`src/rtl/adc_sched_pkg.sv`:
```
// adc_sched_pkg: shared types and constants for the ADC sample scheduler.
//   state_t     - scheduler FSM states
//   ADC_W       - conversion result width
//   CH_W        - ADC channel select width
//   TIMEOUT_DEF - default WAIT abort limit in clk cycles
package adc_sched_pkg;
    typedef enum logic [1:0] {IDLE, START, WAIT, RESP} state_t;
    localparam int ADC_W       = 12;
    localparam int CH_W        = 3;
    localparam int TIMEOUT_DEF = 1024;
endpackage

```
`src/rtl/adc_rr_arbiter.sv`:
```
// adc_rr_arbiter: 2-way round-robin arbiter with a last-served register.
//   clk, rst - clock, asynchronous active-high reset
//   req      - request vector {req1, req0}
//   update   - load served into the last-served register
//   served   - index of the requester just served
//   winner   - combinational index of the requester to grant
module adc_rr_arbiter (
    input  logic       clk,
    input  logic       rst,
    input  logic [1:0] req,
    input  logic       update,
    input  logic       served,
    output logic       winner
);
    logic last;

    // On a tie the requester that was not served last wins; reset favours 0.
    always_comb winner = (req == 2'b11) ? ~last : req[1];

    always_ff @(posedge clk or posedge rst) begin
        if (rst) last <= 1'b1;
        else if (update) last <= served;
    end
endmodule

```
`src/rtl/adc_sample_scheduler.sv`:
```
// adc_sample_scheduler: arbitrates two requesters onto one ADC read engine.
//   clk, rst               - clock, asynchronous active-high reset
//   req0/ch0, req1/ch1     - level requests with their channel selects
//   gnt                    - one-hot grant pulse
//   rsp_valid/data/err     - one-hot response pulse, result, timeout flag
//   conv_start/conv_ch     - engine start pulse and channel
//   conv_done/conv_data    - engine completion pulse and sample
//   busy                   - high whenever the FSM is not IDLE
module adc_sample_scheduler
    import adc_sched_pkg::*;
#(
    parameter int TIMEOUT = TIMEOUT_DEF
) (
    input  logic             clk,
    input  logic             rst,
    input  logic             req0,
    input  logic [CH_W-1:0]  ch0,
    input  logic             req1,
    input  logic [CH_W-1:0]  ch1,
    output logic [1:0]       gnt,
    output logic [1:0]       rsp_valid,
    output logic [ADC_W-1:0] rsp_data,
    output logic             rsp_err,
    output logic             conv_start,
    output logic [CH_W-1:0]  conv_ch,
    input  logic             conv_done,
    input  logic [ADC_W-1:0] conv_data,
    output logic             busy
);
    localparam logic [10:0] TMAX = 11'(TIMEOUT - 1);

    state_t      state, state_n;
    logic [10:0] timer;
    logic        owner, winner, accept, finish;

    adc_rr_arbiter u_arb (
        .clk    (clk),
        .rst    (rst),
        .req    ({req1, req0}),
        .update (state == RESP),
        .served (owner),
        .winner (winner)
    );

    always_comb begin
        accept  = (state == IDLE) && (req0 || req1);
        // conv_done takes priority over a coincident timeout
        finish  = (state == WAIT) && (conv_done || timer == TMAX);
        state_n = state;
        case (state)
            IDLE:    state_n = accept ? START : IDLE;
            START:   state_n = WAIT;
            WAIT:    state_n = finish ? RESP : WAIT;
            default: state_n = IDLE;
        endcase
    end

    always_ff @(posedge clk or posedge rst) begin
        if (rst) state <= IDLE;
        else state <= state_n;
    end

    always_ff @(posedge clk or posedge rst) begin
        if (rst) begin
            gnt        <= '0;
            rsp_valid  <= '0;
            rsp_data   <= '0;
            rsp_err    <= 1'b0;
            conv_start <= 1'b0;
            conv_ch    <= '0;
            busy       <= 1'b0;
            timer      <= '0;
            owner      <= 1'b0;
        end else begin
            busy       <= state_n != IDLE;
            gnt        <= accept ? (winner ? 2'b10 : 2'b01) : 2'b00;
            conv_start <= state == START;
            rsp_valid  <= finish ? (owner ? 2'b10 : 2'b01) : 2'b00;
            timer      <= (state == START) ? '0 :
                          (state == WAIT && timer != TMAX) ? timer + 11'd1 : timer;
            if (accept) begin
                conv_ch <= winner ? ch1 : ch0;
                owner   <= winner;
            end
            if (finish) begin
                rsp_data <= conv_done ? conv_data : '0;
                rsp_err  <= ~conv_done;
            end
        end
    end
endmodule

```
`config.mk`:
```
export PLATFORM = sky130hd
export DESIGN_NAME = adc_sample_scheduler
export DESIGN_NICKNAME = d
export VERILOG_FILES = /design/src/rtl/adc_sched_pkg.sv /design/src/rtl/adc_rr_arbiter.sv /design/src/rtl/adc_sample_scheduler.sv
export SDC_FILE = /design/constraint.sdc
export NUM_CORES = 1
export LEC_CHECK = 0
export ABC_CLOCK_PERIOD_IN_PS = 1930
export BUFFER_PORTS_ARGS = -buffer_cell sky130_fd_sc_hd__buf_4
export CAP_MARGIN = 10
export CORE_ASPECT_RATIO = 1.5
export CORE_UTILIZATION = 46
export DETAILED_ROUTE_END_ITERATION = 8
export PLACE_DENSITY_LB_ADDON = 0.3
export SETUP_SLACK_MARGIN = 0.1
export SLEW_MARGIN = 40
export SYNTH_ARGS = -nofsm -noshare
export SYNTH_HDL_FRONTEND = slang
export SYNTH_SLANG_ARGS = --single-unit
```
`constraint.sdc`:
```
create_clock -name clk -period 1.93 [get_ports clk]
set_clock_uncertainty 0.15 [all_clocks]
set_input_delay 0.2895 -clock clk [delete_from_list [all_inputs] [get_ports clk]]
set_output_delay 0.2895 -clock clk [all_outputs]
set_load 0.01 [all_outputs]
```
==> results of run 1 <==
[synth_stat cells]
master,count,area (sq um)
clkbuf_1,2,7.51
a222oi_1,3,30.0
dfstp_2,1,26.3
a22o_1,12,105
and3b_1,1,8.76
xnor2_1,2,17.5
nand3b_1,2,15.0
nand2_2,1,6.26
nor3_1,2,10.0
buf_2,1,5.00
nor2_1,12,45.0
nor2b_1,2,12.5
a311oi_4,1,26.3
nor4_1,1,6.26
xor2_1,1,8.76
ha_1,5,62.6
buf_6,2,22.5
o21a_1,1,7.51
nand4_4,1,21.3
o21ai_0,2,10.0
nand2_1,5,18.8
o41ai_2,1,16.3
a311oi_1,1,8.76
a21oi_1,6,30.0
mux2i_1,1,10.0
o21bai_1,1,7.51
a41oi_1,1,8.76
a21o_1,1,7.51
a21bo_2,1,10.0
and4_4,1,11.3
and3_1,1,6.26
and2_1,1,6.26
o41ai_4,1,27.5
mux2_1,2,22.5
nand3_1,3,15.0
dfrtp_1,36,901
nand4_1,2,12.5
a21boi_1,1,7.51
inv_1,10,37.5
a211oi_1,2,15.0
[repair_timing]
| item | in CTS | in global routing |
|---|---|---|
| resized for setup | 3 | 16 |
| hold endpoints to repair | 11 | 0 |
| endpoints found under the setup margin | 16 | 20 |
| hold buffers | 1 | 0 |
| setup buffers | 1 | 11 |
| gates cloned | 1 | 0 |
| pin swaps | 3 | 6 |
[per-layer routing]
layer | share of wire | up-vias | wire [um] | track usage
met5 | 0 | - | 0 | 0
met1 | 0.38 | 647 | 1440 | 0.247
met3 | 0.044 | 9 | 170 | 0.0646
met2 | 0.56 | 40 | 2130 | 0.357
li1 | - | 611 | - | -
met4 | 0.023 | 0 | 86 | 0.102
[sequential cells by signal, summed over array words and instances (netlist names)]
name / cells
rsp_err: 1
rsp_valid: 2
u_arb.last: 1
gnt: 2
owner: 1
conv_ch: 3
conv_start: 1
timer: 11
state: 2
busy: 1
rsp_data: 12
[worst reg2reg max path, cell delays in order, from the launching register on]
cell	delay (ps)
dfrtp_1	410
inv_2	90
ha_4	140
nand3_2	90
a311oi_4	280
nand3_1	130
mux2_1	350
[placed cells by master (no fill, tap or decap), drive strengths merged]
cell type and count:
nor4 1, o21ai 2, a22o 12, mux2i 1
nand3 3, nor3 2, a21oi 6, dfstp 1
nor2 12, and3b 1, a222oi 3, dfrtp 36
and3 1, a311oi 2, a21o 1, o21bai 1
mux2 2, nand4 3, ha 5, a21boi 1
o21a 1, nand2 7, inv 10, o41ai 2
and2 1, nand3b 2, a211oi 2, buf 61
nor2b 2, and4 1, xor2 1, a41oi 1
clkbuf 7, a21bo 1, xnor2 2, dlygate4sd3 1
[metrics by stage]
stage                     total power, W  utilization  instance area [sq um]  std cells
after detailed placement         0.00236        0.601                   2030        219
final                            0.00315        0.677                   2290        240
after global placement           0.00230        0.601                   2030        219
after global routing             0.00336        0.677                   2290        240
after floorplan                  0.00186            -                   1640        133
after CTS                        0.00295        0.640                   2160        229
[worst max-delay path by stage]
stage / slack [ps] / cells past startpoint / endpoint / startpoint
2_1_floorplan: 130 / 6 / rsp_data[0] / timer[0]
3_3_place_gp: 30 / 5 / rsp_data[9] / timer[0]
3_5_place_dp: -40 / 5 / rsp_data[2] / timer[0]
4_1_cts: 100 / 4 / timer[7] / timer[8]
5_1_grt: 80 / 6 / busy / timer[10]
6_report: 160 / 6 / timer[9] / state[0]
[layout make-up]
| class | instances | area share |
|---|---|---|
| Clock buffer | 7 | 0.0377 |
| Tap cell | 42 | 0.0230 |
| Sequential cell | 37 | 0.408 |
| Inverter | 10 | 0.0164 |
| Timing Repair Buffer | 62 | 0.211 |
| Multi-Input combinational cell | 82 | 0.303 |
[cell families (layout without fill, tap and decap cells)]
logic type                 count (synthesis)  in the layout  synth area share
DFF                                       37             37             0.567
AOI/OAI and AO/OA                         35             35             0.195
and+or+nand+nor                           35             36             0.119
buffers and inverters                     15             79            0.0444
adders and majority gates                  5              5            0.0383
xor gates and xnor gates                   3              3            0.0161
muxes                                      3              3            0.0199
[power groups by stage]
stage,logic [W],clock network (W),registers (W)
2_1_floorplan,0.000567,0,0.00129
3_3_place_gp,0.00108,0,0.00122
3_5_place_dp,0.00113,0,0.00124
4_1_cts,0.00116,0.000546,0.00124
5_1_grt,0.00149,0.000585,0.00128
6_report,0.00135,0.000540,0.00126
==> metrics.cfg, run 1 <==
[power_and_ir_drop]
powerDensity_mw_per_mm2=1380
max-vdd-ir-drop_mv=1.08
power.switching_w=0.00109
p_seq_frac=0.399
combPwrFrac=0.430
swShare=0.347
p_clk_frac=0.171
intPower_w=0.00206
p_leak_nw=1.15

[detailed_routing]
drt-total-wl_um=3820
drt-initial-drc-count=24
antenna_left=0
vias=1307
drc_errors=0
routedWlPerCell_um=15.9
drt_first_pass_iters=4
viasPerCell=5.45

[final_layout]
final_nets=226
area_growth_pct=40.1
diodes=0
multi_input_area_sq_um=694
fill_cells=260
final_layout_size_suffix_gt1_frac=0.460
register_area_sq_um=935

[placement]
io_buffers=44
dp_hpwl_um=2510
dpl_worst_slack_ps=-42.2
globalplace.congestion=0.831

[timing]
setup_slack_ps=162
slew_headroom=0.626
worst_pin_slew_ps=555
fin_crit_ps=1770
hold_slack_ps=69.5
finalCritPeriodShare=0.916
hold_viol=0
max_freq_ghz=0.566
setup-tns-final_ps=0
drv_slew=0
rsz0062_at_grt=no
finalSetupViolCount=0

[setup_path]
path_cells=inv_2, ha_4, nand3_2, a311oi_4, nand3_1, mux2_1
reg2regPathDepth=6
regToRegSetupSlack_ps=160
r2r-end=timer[9]
worst_setup_path_end_kind=flip-flop
critPathArrivalTime_ps=1780
path_class=reg2reg
start_kind=flip-flop
critical_path.max_stage_delay_ps=410
r2r-start=state[0]
critPathMaxFanout=4
cp_num_buf_inv=1
critPathSlowestCell=dfrtp_1
critPathTopFamily=flip-flops
cp.required_ps=1940

[yosys]
synth_cell_types=40
yosys_warnings=0
synth_nets=161
synth-seq-area-share=0.567
syn-cell-area_sq_mm=0.00163
avgSynthCellArea_sq_um=12.3
ys_ff_latch=37
syn_inst=133

[min_path]
hp-class=in2reg
hp-start=ch1[2]
holdPathEnd=conv_ch[2]
hold_depth=3

[cts]
clkLatencyLatePin_ps=290
clkSinkCount=37
h-tree-depth=2
cts_tree=built
clk_pin_slew_ps=70
cts-buffers-inserted=5
clk_path_buf_depth=2
cts_root_buf=clkbuf_8

[floorplan]
initial_core_util=0.483
design.core.area_sq_mm=0.00338
dieHeight_um=75.0
die_area_sq_mm=0.00380
io_pins=45
die_w_um=50.7
rows=26

[global_routing]
grtUsageTotal=0.212
grt_antenna_before_repair=0
grt_pass1_wl_um=5830
grt_max_degree=26
grt_pass1_vias=1284
gr-total-overflow=0

[status]
outcome=finished, final reports clean

[run]
drv_cap=0

Note: power is estimated with default switching activity, not from simulation.
==> inputs of run 2 (changes only) <==
--- a/config.mk
+++ b/config.mk
@@ -11,6 +11,7 @@
 export CORE_ASPECT_RATIO = 1.5
 export CORE_UTILIZATION = 46
 export DETAILED_ROUTE_END_ITERATION = 8
+export GPL_TIMING_DRIVEN = 0
 export PLACE_DENSITY_LB_ADDON = 0.3
 export SETUP_SLACK_MARGIN = 0.1
 export SLEW_MARGIN = 40
==> metrics.cfg, run 2 (synthesis gave the netlist of run 1 again) <==
[status]
outcome=finished, final reports clean

[setup_path]
critPathTopFamily=compound AO/OA/AOI/OAI gates
critical_path.max_stage_delay_ps=430
cp.required_ps=1950
cp_num_buf_inv=2
path_class=reg2reg
critPathSlowestCell=dfrtp_2
worst_setup_path_end_kind=flip-flop
critPathArrivalTime_ps=1840
critPathMaxFanout=4
start_kind=flip-flop
path_cells=ha_4, inv_1, o41ai_4, nand2_2, buf_4, a22o_1

[final_layout]
top_regs=rsp_data: 12 flops, timer: 11 flops, conv_ch: 3 flops
final_nets=226
fill_cells=258
final_cell_mix=buf_4, dfrtp_1, a22o_1
diodes=0
area_growth_pct=41.8
fin_cells=241
final_common_cell=buf_4
final_layout_size_suffix_gt1_frac=0.462
regMostFlops=rsp_data
largest_reg_flops=12

[detailed_routing]
drt-initial-drc-count=34
drt-total-wl_um=3790
antenna_left=0
drc_errors=0
routedWlPerCell_um=15.7
vias=1308
viasPerCell=5.43
drt_first_pass_iters=4

[power_and_ir_drop]
powerDensity_mw_per_mm2=1390
p_total_w=0.00322
p_leak_nw=1.16
max-vdd-ir-drop_mv=1.04

[cts]
h-tree-depth=2
cts_root_buf=clkbuf_8
clk_path_buf_depth=2
cts_tree=built
clkLatencyLatePin_ps=290
cts-buffers-inserted=5
clk_pin_slew_ps=70
clkSinkCount=37

[global_routing]
grt_pass1_wl_um=5750
grt_max_degree=38
grt_pass1_vias=1346
grtUsageTotal=0.202
grt_antenna_before_repair=0
gr-total-overflow=0

[floorplan]
design.core.area_sq_mm=0.00338
die_w_um=50.7
die_area_sq_mm=0.00380
initial_core_util=0.483
rows=26
io_pins=45
dieHeight_um=75.0

[min_path]
hp-class=in2reg

[placement]
placed_cells=219
globalplace.congestion=0.824
dp_hpwl_um=2490
dpl_worst_slack_ps=-70.1
io_buffers=44

[timing]
finalSetupViolCount=0
rsz0062_at_grt=yes
finalCritPeriodShare=0.942
hold_slack_ps=68.5
slew_headroom=0.590
worst_pin_slew_ps=608
fin_crit_ps=1820
max_freq_ghz=0.550
hold_viol=0
drv_slew=0
setup_slack_ps=112

[run]
drv_cap=0

[run 2: layer usage]
metal  track usage  vias to the layer above  share of wire
met5             0                        -              0
met4        0.0895                        0          0.013
met3        0.0566                        5          0.041
met2         0.369                       35           0.57
met1         0.217                      660           0.38
li1              -                      608              -
[run 2: worst paths after layout]
kind,cells after the start,slack [ps],to,start
max,6,110,rsp_data[9],timer[0]
min,3,70,conv_ch[2],ch1[2]
max reg2reg,6,110,rsp_data[9],timer[0]
min reg2reg,2,350,conv_ch[0],conv_ch[0]
max in group asynchronous,3,740,timer[1],rst
min in group asynchronous,3,480,timer[8],rst
[run 2: final cells by class]
| class | instances | area (sq um) | area share |
|---|---|---|---|
| sequential | 37 | 931 | 0.402 |
| multi-input combinational | 81 | 697 | 0.301 |
| buffer | 5 | 43.8 | 0.0189 |
| inverter | 10 | 38.8 | 0.0167 |
| clock inverter | 1 | 30.0 | 0.0130 |
| timing repair buffer | 58 | 438 | 0.189 |
| clock buffer | 7 | 86.3 | 0.0373 |
| tap | 42 | 52.6 | 0.0227 |
[run 2: tightest hold or removal path: stages]
cell	delay, ps
buf_4	80
a222oi_1	50
inv_1	50
[run 2: stage by stage]
step           utilization  instance area, sq um  setup TNS, ps
6_report             0.685                  2320              0
5_1_grt              0.685                  2320              0
4_1_cts              0.642                  2170              0
3_5_place_dp         0.597                  2020           -574
3_3_place_gp         0.597                  2020          -25.4
2_1_floorplan            -                  1640              0
[run 2: timing repair]
| item | CTS | global route |
|---|---|---|
| setup buffers | 2 | 11 |
| endpoints found under the hold margin | 0 | 36 |
| hold buffers | 0 | 1 |
| setup endpoints to repair | 18 | 17 |
| pin swaps | 3 | 11 |
| resized for setup | 5 | 16 |
[run 2: power breakdown]
group	total (W)	switching (W)	internal (W)
registers	0.00124	0.000182	0.00105
clock network	0.000681	0.000260	0.000421
logic	0.00130	0.000618	0.000681
total	0.00322	0.00106	0.00216
